[src/rtl/puzzle_pkg.sv]
// Shared types and move arithmetic for the 3x3 sliding puzzle and its command player.
// apply_move is also used by the puzzle's formal properties, so keep it pure combinational.
package puzzle_pkg;

    typedef enum logic [1:0] {
        DIR_LEFT  = 2'b00,
        DIR_RIGHT = 2'b01,
        DIR_UP    = 2'b10,
        DIR_DOWN  = 2'b11
    } dir_t;

    typedef enum logic [1:0] {
        IDLE = 2'b00,
        PLAY = 2'b01,
        DONE = 2'b10
    } state_t;

    localparam logic [1:0] GRID_MAX      = 2'd2;
    localparam logic [1:0] EMPTY_ROW_RST = 2'd0;
    localparam logic [1:0] EMPTY_COL_RST = 2'd2;

    typedef struct packed {
        logic       legal;
        logic [1:0] row;
        logic [1:0] col;
    } move_res_t;

    function automatic move_res_t apply_move(input logic [1:0] row, input logic [1:0] col,
                                             input dir_t dir);
        move_res_t r;
        // NOTE: every field gets a default first, so no path leaves a value unassigned.
        r.legal = 1'b0;
        r.row   = row;
        r.col   = col;
        case (dir)
            DIR_LEFT:  if (col != 2'd0)     begin r.legal = 1'b1; r.col = col - 2'd1; end
            DIR_RIGHT: if (col <  GRID_MAX) begin r.legal = 1'b1; r.col = col + 2'd1; end
            DIR_UP:    if (row != 2'd0)     begin r.legal = 1'b1; r.row = row - 2'd1; end
            DIR_DOWN:  if (row <  GRID_MAX) begin r.legal = 1'b1; r.row = row + 2'd1; end
        endcase
        return r;
    endfunction

endpackage

[src/rtl/move_fifo.sv]
// Synchronous FIFO of direction commands; pointers carry one extra wrap bit
// so full and empty are told apart without a separate count.
module move_fifo
    import puzzle_pkg::*;
#(
    parameter int DEPTH = 32
) (
    input  logic clk,
    input  logic rst,
    input  logic push,
    input  dir_t push_dir,
    input  logic pop,
    input  logic flush,
    output dir_t head,
    output logic full,
    output logic empty
);

    localparam int AW = $clog2(DEPTH);

    dir_t          mem_q [DEPTH];
    logic [AW:0]   wr_q;
    logic [AW:0]   rd_q;

    always_ff @(posedge clk or negedge rst) begin
        if (!rst) begin
            wr_q <= '0;
            rd_q <= '0;
        end else if (flush) begin
            wr_q <= '0;
            rd_q <= '0;
        end else begin
            if (push) wr_q <= wr_q + (AW+1)'(1);
            if (pop)  rd_q <= rd_q + (AW+1)'(1);
        end
    end

    // NOTE: storage is deliberately not reset; the pointers alone define which entries are valid.
    always_ff @(posedge clk) begin
        if (push && !flush) mem_q[wr_q[AW-1:0]] <= push_dir;
    end

    assign head  = mem_q[rd_q[AW-1:0]];
    assign empty = (wr_q == rd_q);
    assign full  = (wr_q[AW-1:0] == rd_q[AW-1:0]) && (wr_q[AW] != rd_q[AW]);

endmodule

[src/rtl/puzzle_move_player.sv]
// Plays a loaded move script into the puzzle, one legal move per cycle,
// dropping and counting moves that are illegal for the mirrored empty-cell position.
module puzzle_move_player
    import puzzle_pkg::*;
#(
    parameter int DEPTH = 32,
    parameter int CNT_W = 6
) (
    input  logic             clk,
    input  logic             rst,
    input  logic             in_valid,
    input  logic [1:0]       in_dir,
    output logic             in_ready,
    input  logic             start,
    input  logic             abort,
    input  logic             ack,
    output logic [1:0]       direction,
    output logic             dir_valid,
    output logic             busy,
    output logic             done,
    output logic [1:0]       empty_row,
    output logic [1:0]       empty_col,
    output logic [CNT_W-1:0] move_count,
    output logic [CNT_W-1:0] illegal_count
);

    localparam logic [CNT_W-1:0] CNT_MAX = '1;

    state_t           state_q;
    dir_t             dir_q;
    logic             dir_valid_q;
    logic [1:0]       row_q;
    logic [1:0]       col_q;
    logic [CNT_W-1:0] mcnt_q;
    logic [CNT_W-1:0] icnt_q;

    logic      fifo_full;
    logic      fifo_empty;
    logic      push;
    logic      pop;
    dir_t      head;
    move_res_t move_d;

    assign in_ready = (state_q == IDLE) && !fifo_full;
    assign push     = in_valid && in_ready && !abort;
    assign pop      = (state_q == PLAY) && !fifo_empty && !abort;
    assign move_d   = apply_move(row_q, col_q, head);

    move_fifo #(.DEPTH(DEPTH)) u_fifo (
        .clk      (clk),
        .rst      (rst),
        .push     (push),
        .push_dir (dir_t'(in_dir)),
        .pop      (pop),
        .flush    (abort),
        .head     (head),
        .full     (fifo_full),
        .empty    (fifo_empty)
    );

    // NOTE: all state here is sequential, so it is assigned only with non-blocking <=.
    always_ff @(posedge clk or negedge rst) begin
        if (!rst) begin
            state_q     <= IDLE;
            dir_q       <= DIR_LEFT;
            dir_valid_q <= 1'b0;
            row_q       <= EMPTY_ROW_RST;
            col_q       <= EMPTY_COL_RST;
            mcnt_q      <= '0;
            icnt_q      <= '0;
        end else if (abort) begin
            state_q     <= IDLE;
            dir_valid_q <= 1'b0;
        end else begin
            case (state_q)
                IDLE: begin
                    dir_valid_q <= 1'b0;
                    if (start && !fifo_empty) begin
                        state_q <= PLAY;
                        mcnt_q  <= '0;
                        icnt_q  <= '0;
                    end
                end
                PLAY: begin
                    if (fifo_empty) begin
                        state_q     <= DONE;
                        dir_valid_q <= 1'b0;
                    end else if (move_d.legal) begin
                        dir_q       <= head;
                        dir_valid_q <= 1'b1;
                        row_q       <= move_d.row;
                        col_q       <= move_d.col;
                        if (mcnt_q != CNT_MAX) mcnt_q <= mcnt_q + CNT_W'(1);
                    end else begin
                        dir_valid_q <= 1'b0;
                        if (icnt_q != CNT_MAX) icnt_q <= icnt_q + CNT_W'(1);
                    end
                end
                DONE: begin
                    dir_valid_q <= 1'b0;
                    if (ack) state_q <= IDLE;
                end
                default: state_q <= IDLE;
            endcase
        end
    end

    assign direction     = dir_q;
    assign dir_valid     = dir_valid_q;
    assign busy          = (state_q == PLAY);
    assign done          = (state_q == DONE);
    assign empty_row     = row_q;
    assign empty_col     = col_q;
    assign move_count    = mcnt_q;
    assign illegal_count = icnt_q;

endmodule

[config.mk]
export PLATFORM = sky130hd
export DESIGN_NAME = puzzle_move_player
export DESIGN_NICKNAME = d
export VERILOG_FILES = /design/src/rtl/puzzle_pkg.sv /design/src/rtl/move_fifo.sv /design/src/rtl/puzzle_move_player.sv
export SDC_FILE = /design/constraint.sdc
export NUM_CORES = 1
export LEC_CHECK = 0
export CORE_MARGIN = 2
export CORE_UTILIZATION = 30
export CTS_BUF_LIST = sky130_fd_sc_hd__clkbuf_8
export DETAILED_ROUTE_END_ITERATION = 16
export MAX_ROUTING_LAYER = met4
export SLEW_MARGIN = 20
export SYNTH_ARGS = -nofsm -noshare
export SYNTH_HDL_FRONTEND = slang
export SYNTH_SLANG_ARGS = --single-unit
[constraint.sdc]
create_clock -name clk -period 3.6 [get_ports clk]
set_input_delay 0.9 -clock clk [delete_from_list [all_inputs] [get_ports clk]]
set_output_delay 0.9 -clock clk [all_outputs]
set_load 0.03 [all_outputs]
# After elaboration in Yosys (flattened, before gate mapping)
# Memories as Yosys holds them, arrays and structs flattened.
# Index checks and enable logic that the tools add are counted.
classes:
  n_shift: 0
  n_lt_le_gt_ge: 2
  n_mul: 0
  eq_ne: 23
  div_mod_pow: 0
  n_mux: 33
  add_sub_neg: 8
  bitwise_logic: 2
  n_reduce_logical: 28
ops:
  columns: ["op", "n"]
  rows:
  - ["$mux W6", 11]
  - ["$add A6 B1 Y6 const B", 4]
  - ["$pmux W6 S2", 2]
  - ["$reduce_and A7 Y1", 2]
  - ["$reduce_bool A2 Y1", 7]
  - ["$mux W2", 6]
  - ["$ne A2 B2 Y1 const B", 6]
  - ["$ne A6 B6 Y1 const B", 2]
  - ["$reduce_and A6 Y1", 2]
  - ["$logic_and A1 B1 Y1", 8]
  - ["$ne A2 B1 Y1 const B", 4]
  - ["$pmux W2 S2", 2]
  - ["$mux W1", 7]
  - ["$eq A2 B2 Y1 const B", 3]
  - ["$eq A6 B6 Y1", 1]
  - ["$mux W3", 2]
  - ["$ne A3 B2 Y1 const B", 2]
  - ["$pmux W2 S3", 1]
  - ["$eq A5 B5 Y1", 1]
  - ["$add A2 B1 Y2 const B", 2]
  - ["$eq A2 B1 Y1 const B", 2]
  - ["$logic_not A2 Y1", 2]
  - ["$lt A2 B2 Y1 const B", 2]
  - ["$pmux W1 S4", 1]
  - ["10 further kinds", 14]
word_totals:
  memories: 1
  register_bits: 33
  mem_bits_ro: 0
  mem_bits_rw: 64
  inputBits: 8
  latchBits: 0
  elab_cells: 106
  out_inout_bits: 22
memory_table:
  columns: ["name", "words", "word_bits", "rd", "rd_clocked_by_memory_dff", "write_ports", "line", "text"]
  rows:
  - ["u_fifo.mem_q", 32, 2, 1, 0, 1, "move_fifo.sv:21", "dir_t mem_q [DEPTH];"]

# Longest topological paths before layout
logic_depth:
  word_depth: 9
  ltp_mapped: 14
  ltp_nobuf: 11

# Cells and area by module
# Synthesis repeated with hierarchy kept, for this count alone.
hier_totals:
  cells_unflattened: 360
  area_unflattened_um2: 4659.5
modules_own_cells:
  columns: ["mod", "area_each_um2", "seq_area_each_um2", "instances", "cells_per_inst"]
  rows:
  - ["move_fifo", 3407.0, 2222.1, 1, 233]
  - ["puzzle_move_player", 1252.5, 526.8, 1, 127]

# Least setup slack after synthesis
# Ideal clock, no wire load.
synth_timing:
  kind: "register -> register"
  start: "register u_fifo.rd_q[0]"
  end: "register icnt_q[5], in the netlist illegal_count[5]"
  synth_period_minus_slack_ns: 3.011
  setup_slack_ns: 0.589
  setup_ns: 0.126
  arrival_time_ns: 2.885
  required_time_ns: 3.474
  path_stages_with_launch: 12
  path_cell_list: "dfrtp_1 > buf_6 > mux4_1 > o211ai_1 > o311a_1 > a21oi_1 > ha_1 > nor3_1 > mux2i_2 > o21a_4 > o311a_1 > a221o_1"
synth_via:
  elab_chain_len: 5
  elab_cells_between_ends: 13
synth_lines:
  columns: ["element", "line", "text"]
  rows:
  - ["from (decl)", "move_fifo.sv:23", "logic [AW:0] rd_q;"]
  - ["from (signal assigned)", "move_fifo.sv:34", "if (pop) rd_q <= rd_q + (AW+1)'(1);"]
  - ["$mem_v2 Z32 W2 or $eq A6 B6 Y1 (tied branches)", null, null]
  - ["$eq A2 B2 Y1, or another cell as far along", "puzzle_pkg.sv:35", "case (dir)"]
  - ["$pmux W1 S4 or $logic_and A1 B1 Y1 (tied branches)", "puzzle_pkg.sv:35, puzzle_move_player.sv:78", null]
  - ["$ne A2 B2 Y1 (no line) or $ne A2 B1 Y1 (tied branches)", null, null]
  - ["$reduce_and A6 Y1 (no line) (*)", null, null]
  - ["to (signal assigned)", "puzzle_move_player.sv:96", "if (icnt_q != CNT_MAX) icnt_q <= icnt_q + CNT_W'(1);"]
  - ["to (decl)", "puzzle_move_player.sv:35", "logic [CNT_W-1:0] icnt_q;"]
# Every way passes the cells marked *; elsewhere a longest branch is shown, timed or not.
# A chain may end at the register's enable or synchronous reset.

# Worst setup path in the final report
layout_timing:
  start: "register u_fifo.rd_q[2]"
  end: "output in_ready"
layout_via:
  elab_chain_len: 4
layout_lines:
  columns: ["element", "line", "text"]
  rows:
  - ["$eq A5 B5 Y1", "move_fifo.sv:45", "assign full = (wr_q[AW-1:0] == rd_q[AW-1:0]) && (wr_q[AW] != rd_q[AW]);"]
  - ["$logic_and A1 B1 Y1", "move_fifo.sv:45", null]
  - ["$logic_not A1 Y1", "puzzle_move_player.sv:44", "assign in_ready = (state_q == IDLE) && !fifo_full;"]
  - ["$logic_and A1 B1 Y1", "puzzle_move_player.sv:44", null]
  - ["to (decl)", "puzzle_move_player.sv:13", "output logic in_ready,"]
# Every way passes these cells.

==> impl_results.md <==
- Run status: completed
- CTS Buf Count: 9
- Antenna violations before repair: 0
- Total global-route track usage: a little over an eighth
- Fraction of the core area covered by cells at the end of the flow: between 30 and 40%
- Hold-fix buffer count after cts: 0
- Final net count: 438
- Count of cells along the worst hold path: 1
- Post-synthesis cell type with the largest combined area: edfxtp_1
- Area growth syn-to-layout: 16.3%
- Worst Clk Skew: roughly 0.0096 ns
- HPWL reported at the end of detailed placement: between 7000 and 8000 µm
- Site Rows: 45
- Final period utilization: between 90 and 100%
- Final max-slew violation count: 0
- Global routing met2 resource utilization: about a fifth
- Number of synthesized register bits: 97
- Max-cap violations: 0
- Total of warnings raised by yosys: 0
- Portion of synthesized cell area occupied by the leading cell type: 41.3%
- Proportion of synthesized chip area in sequential cells: about three fifths
- CTS HTree Levels: 3
- Inserted Diodes: 0
- Share of synthesized registers carrying an async set or reset: 34.0%
- Iteration-0 DRC count of the detailed router: between 200 and 300
- Final Hold Violating Endpoints: 0
- Relative max-transition margin: 68.9%
- Top-count cell post-synth: edfxtp_1
- Initial core utilization: between 30 and 40%
- Core box area: ~15000 µm²
- Global-route wire length before repair: ~16000 µm
- Source of the worst hold timing path: direction[0]
- Reg power frac: approximately half
- Worst-margin pin slew: 0.462 ns
- Number of port buffers: 29
- Leak Pwr: roughly 1.9 nW
- Most instantiated cells after synthesis: 64 x edfxtp_1, 60 x nor2_1, 32 x dfrtp_1
- Critical path's largest stage delay: about 0.74 ns
- Cell chosen for the clock root: clkbuf_8
- Weighted congestion reported at the end of routability-driven placement: 0.825
- Count of nets left with antenna violations after detail routing: 0
- Net load switching power: ~0.00074 W
- Net count after synthesis: about 400
- Reg2Reg Launch Point: u_fifo.rd_q[1]
- Full die area: approximately 17000 µm²
- Hold WC Path Type: reg -> reg
- Worst skew pair latency: about 0.37 ns
- Largest net degree at the start of global routing: 34
- Placed standard-cell area: approximately 5200 µm²
- Die outline width: 128 µm
- Final instance area: ~5400 µm²
- Switching Share: between 20% and 30%
- First-pass iteration count of the detailed router: 4
- Power density over the cells: 462 nW/µm²
- Vertical die dimension: between 100 and 150 µm
- TritonCTS clock tree: yes
- Worst setup path class: reg -> out
- Crit path max fanout: 7
- Global-route track usage on met1: 17.2%
- Total power draw: 0.00250 W
- Startpoint kind of the worst setup timing path: register
- Number of cell instances on the worst register-to-register path: 11
- Endpoint kind of the worst setup timing path: primary output
- Post-route DRC: 0
- Terminating pin of the worst hold path: direction[0]
- Routed wire per std cell: around 16 µm
- Number of vias per cell: between 5 and 6
- Number of top-level pins: 30
- Worst-case setup margin in the final layout: around 0.26 ns
- Share of layout cells above drive strength 1: approximately an eighth
- Reg2Reg Setup Slack: around 0.34 ns
- Cell-by-cell trace of the critical path: buf_4, xor2_1, nor3_1, a311oi_1, clkdlybuf4s50_1
- Via count of the first global-routing pass: about 3000
- Final global-route overflow total: 0
- Fillcell total: about 1500
- Post-Route WL: about 9900 µm
- Via Count: ~3000
- Number of flops mapped to enable cells by yosys: 64
- Cell variety after synth: 57
- Pre-CTS worst setup slack: 0.303 ns
- Main synth FF type: edfxtp_1
- Endpoint arrival time on the critical path: approximately 2.4 ns
- Clock power frac: 29.1%
- Max clock buf depth: 2
- Clock transition time at the flip-flop clock pins of the worst setup and hold paths: 0.10 ns
- Setup Total Neg Slack: 0 ns
- Logic pwr share: 19.0%
- Final setup violation count: 0
- Data required, critical path: roughly 2.7 ns
- Global route hottest layer: met2
- Number of clock sinks: between 90 and 100
- Synth Cell Area: between 4000 and 5000 µm²
- Internal power: 0.00176 W
- Max Freq: approximately 0.30 GHz
- Setup repair after global routing missed its margin: no
- Ranking of synthesized cells by area: edfxtp_1 41%, dfrtp_1 17%, nor2_1 4.8%, mux2i_1 4.5%, xor2_1 2.3%
- Period minus WS final: 3.34 ns
- Maximum VDD drop: about 150 µV
- Syn avg cell area: about 12 µm²
- Setup bufs post-CTS: 0
- Synthesized netlist cell count: about 380
- Slowest cell on the critical path: clkdlybuf4s50_1
- Global routing usage on met3: between 3 and 4%
- Critical R2R Capture: illegal_count[5]
worst max path at each step:
stage                   start               end  slack [ns]  cells after the start
6_report       u_fifo.rd_q[2]          in_ready        0.26                      5
5_1_grt        u_fifo.rd_q[1]  illegal_count[0]       0.007                     13
4_1_cts        u_fifo.rd_q[0]          in_ready        0.14                      5
3_5_place_dp   u_fifo.rd_q[0]  illegal_count[5]        0.30                      9
3_3_place_gp   u_fifo.rd_q[0]  illegal_count[5]        0.39                      9
2_1_floorplan  u_fifo.rd_q[0]  illegal_count[5]        0.59                     11
metrics by stage:
stage	instances	hold slack, ns
3_3_place_gp	599	0.496
5_1_grt	614	0.555
3_5_place_dp	599	0.515
4_1_cts	614	0.535
6_report	614	0.530
2_1_floorplan	381	0.523
registers in the layout (all words and copies together) (netlist names):
| name | count |
|---|---|
| direction | 2 |
| dir_valid | 1 |
| u_fifo.mem_q | 64 |
| u_fifo.rd_q | 6 |
| u_fifo.wr_q | 6 |
| empty_col | 2 |
| empty_row | 2 |
| state_q | 2 |
| move_count | 6 |
| illegal_count | 6 |
routing by layer:
layer	share of wire (%)	wire length, µm	vias up
met1	46	4590	1512
met3	4.9	486	14
li1	-	-	1481
met4	1.3	129	0
met2	47	4690	76
met5	0	0	-
placed cells by master (no fill, tap or decap), types with 3 or more instances in the layout:
master           count
o211ai_1             5
nand3b_1             3
nor3_1              10
nand3_1             17
mux2_2               5
buf_4               18
inv_1               12
nand4_1              4
nor2_1              60
and3_1               3
nand2b_1             3
a21oi_1             13
xnor2_1              4
nand2_1             24
ha_1                 8
dfrtp_1             31
a22oi_1              7
a22o_1               4
xor2_1              12
mux4_1               3
a31oi_1              4
clkbuf_8             9
clkdlybuf4s50_1     29
mux4_2               3
nor2b_1              3
mux2i_1             21
edfxtp_1            64
o21ai_0              7
kinds of logic after synthesis:
family	count (synthesis)	share of synthesized area, %
xor+xnor	16	3.01
fa+ha+maj	8	2.15
mux	33	9.18
compound gates	56	8.67
simple gates	142	14.6
flops	97	59.1
buf+inv	29	3.26
worst max-delay path, delay by kind of cell, from the launching register on:
family	cells	cell delay, ns
buf+inv	2	0.96
xor+xnor	1	0.15
flops	1	0.51
compound gates	1	0.36
simple gates	1	0.08
final cells by class:
cell class / instances / area, µm² / area share, %
clock buffers: 9 / 124 / 2.29
clock inverters: 6 / 76.3 / 1.41
inverters: 12 / 45.0 / 0.834
multi-input cells: 255 / 1750 / 32.3
flip-flops and latches: 97 / 2750 / 50.9
well taps: 188 / 235 / 4.35
repair buffers: 47 / 425 / 7.87
power by group through the flow:
stage / combinational [W] / clock [W] / sequential, W
2_1_floorplan: 0.000223 / 0 / 0.00138
6_report: 0.000475 / 0.000726 / 0.00130
3_3_place_gp: 0.000465 / 0 / 0.00132
5_1_grt: 0.000516 / 0.000787 / 0.00131
4_1_cts: 0.000477 / 0.000741 / 0.00130
3_5_place_dp: 0.000475 / 0 / 0.00132
repair_timing:
item	CTS	global route
gates resized for setup	0	1
hold endpoints to repair	0	0
endpoints found under the setup margin	0	3
Power figures use the tool's default switching activity.
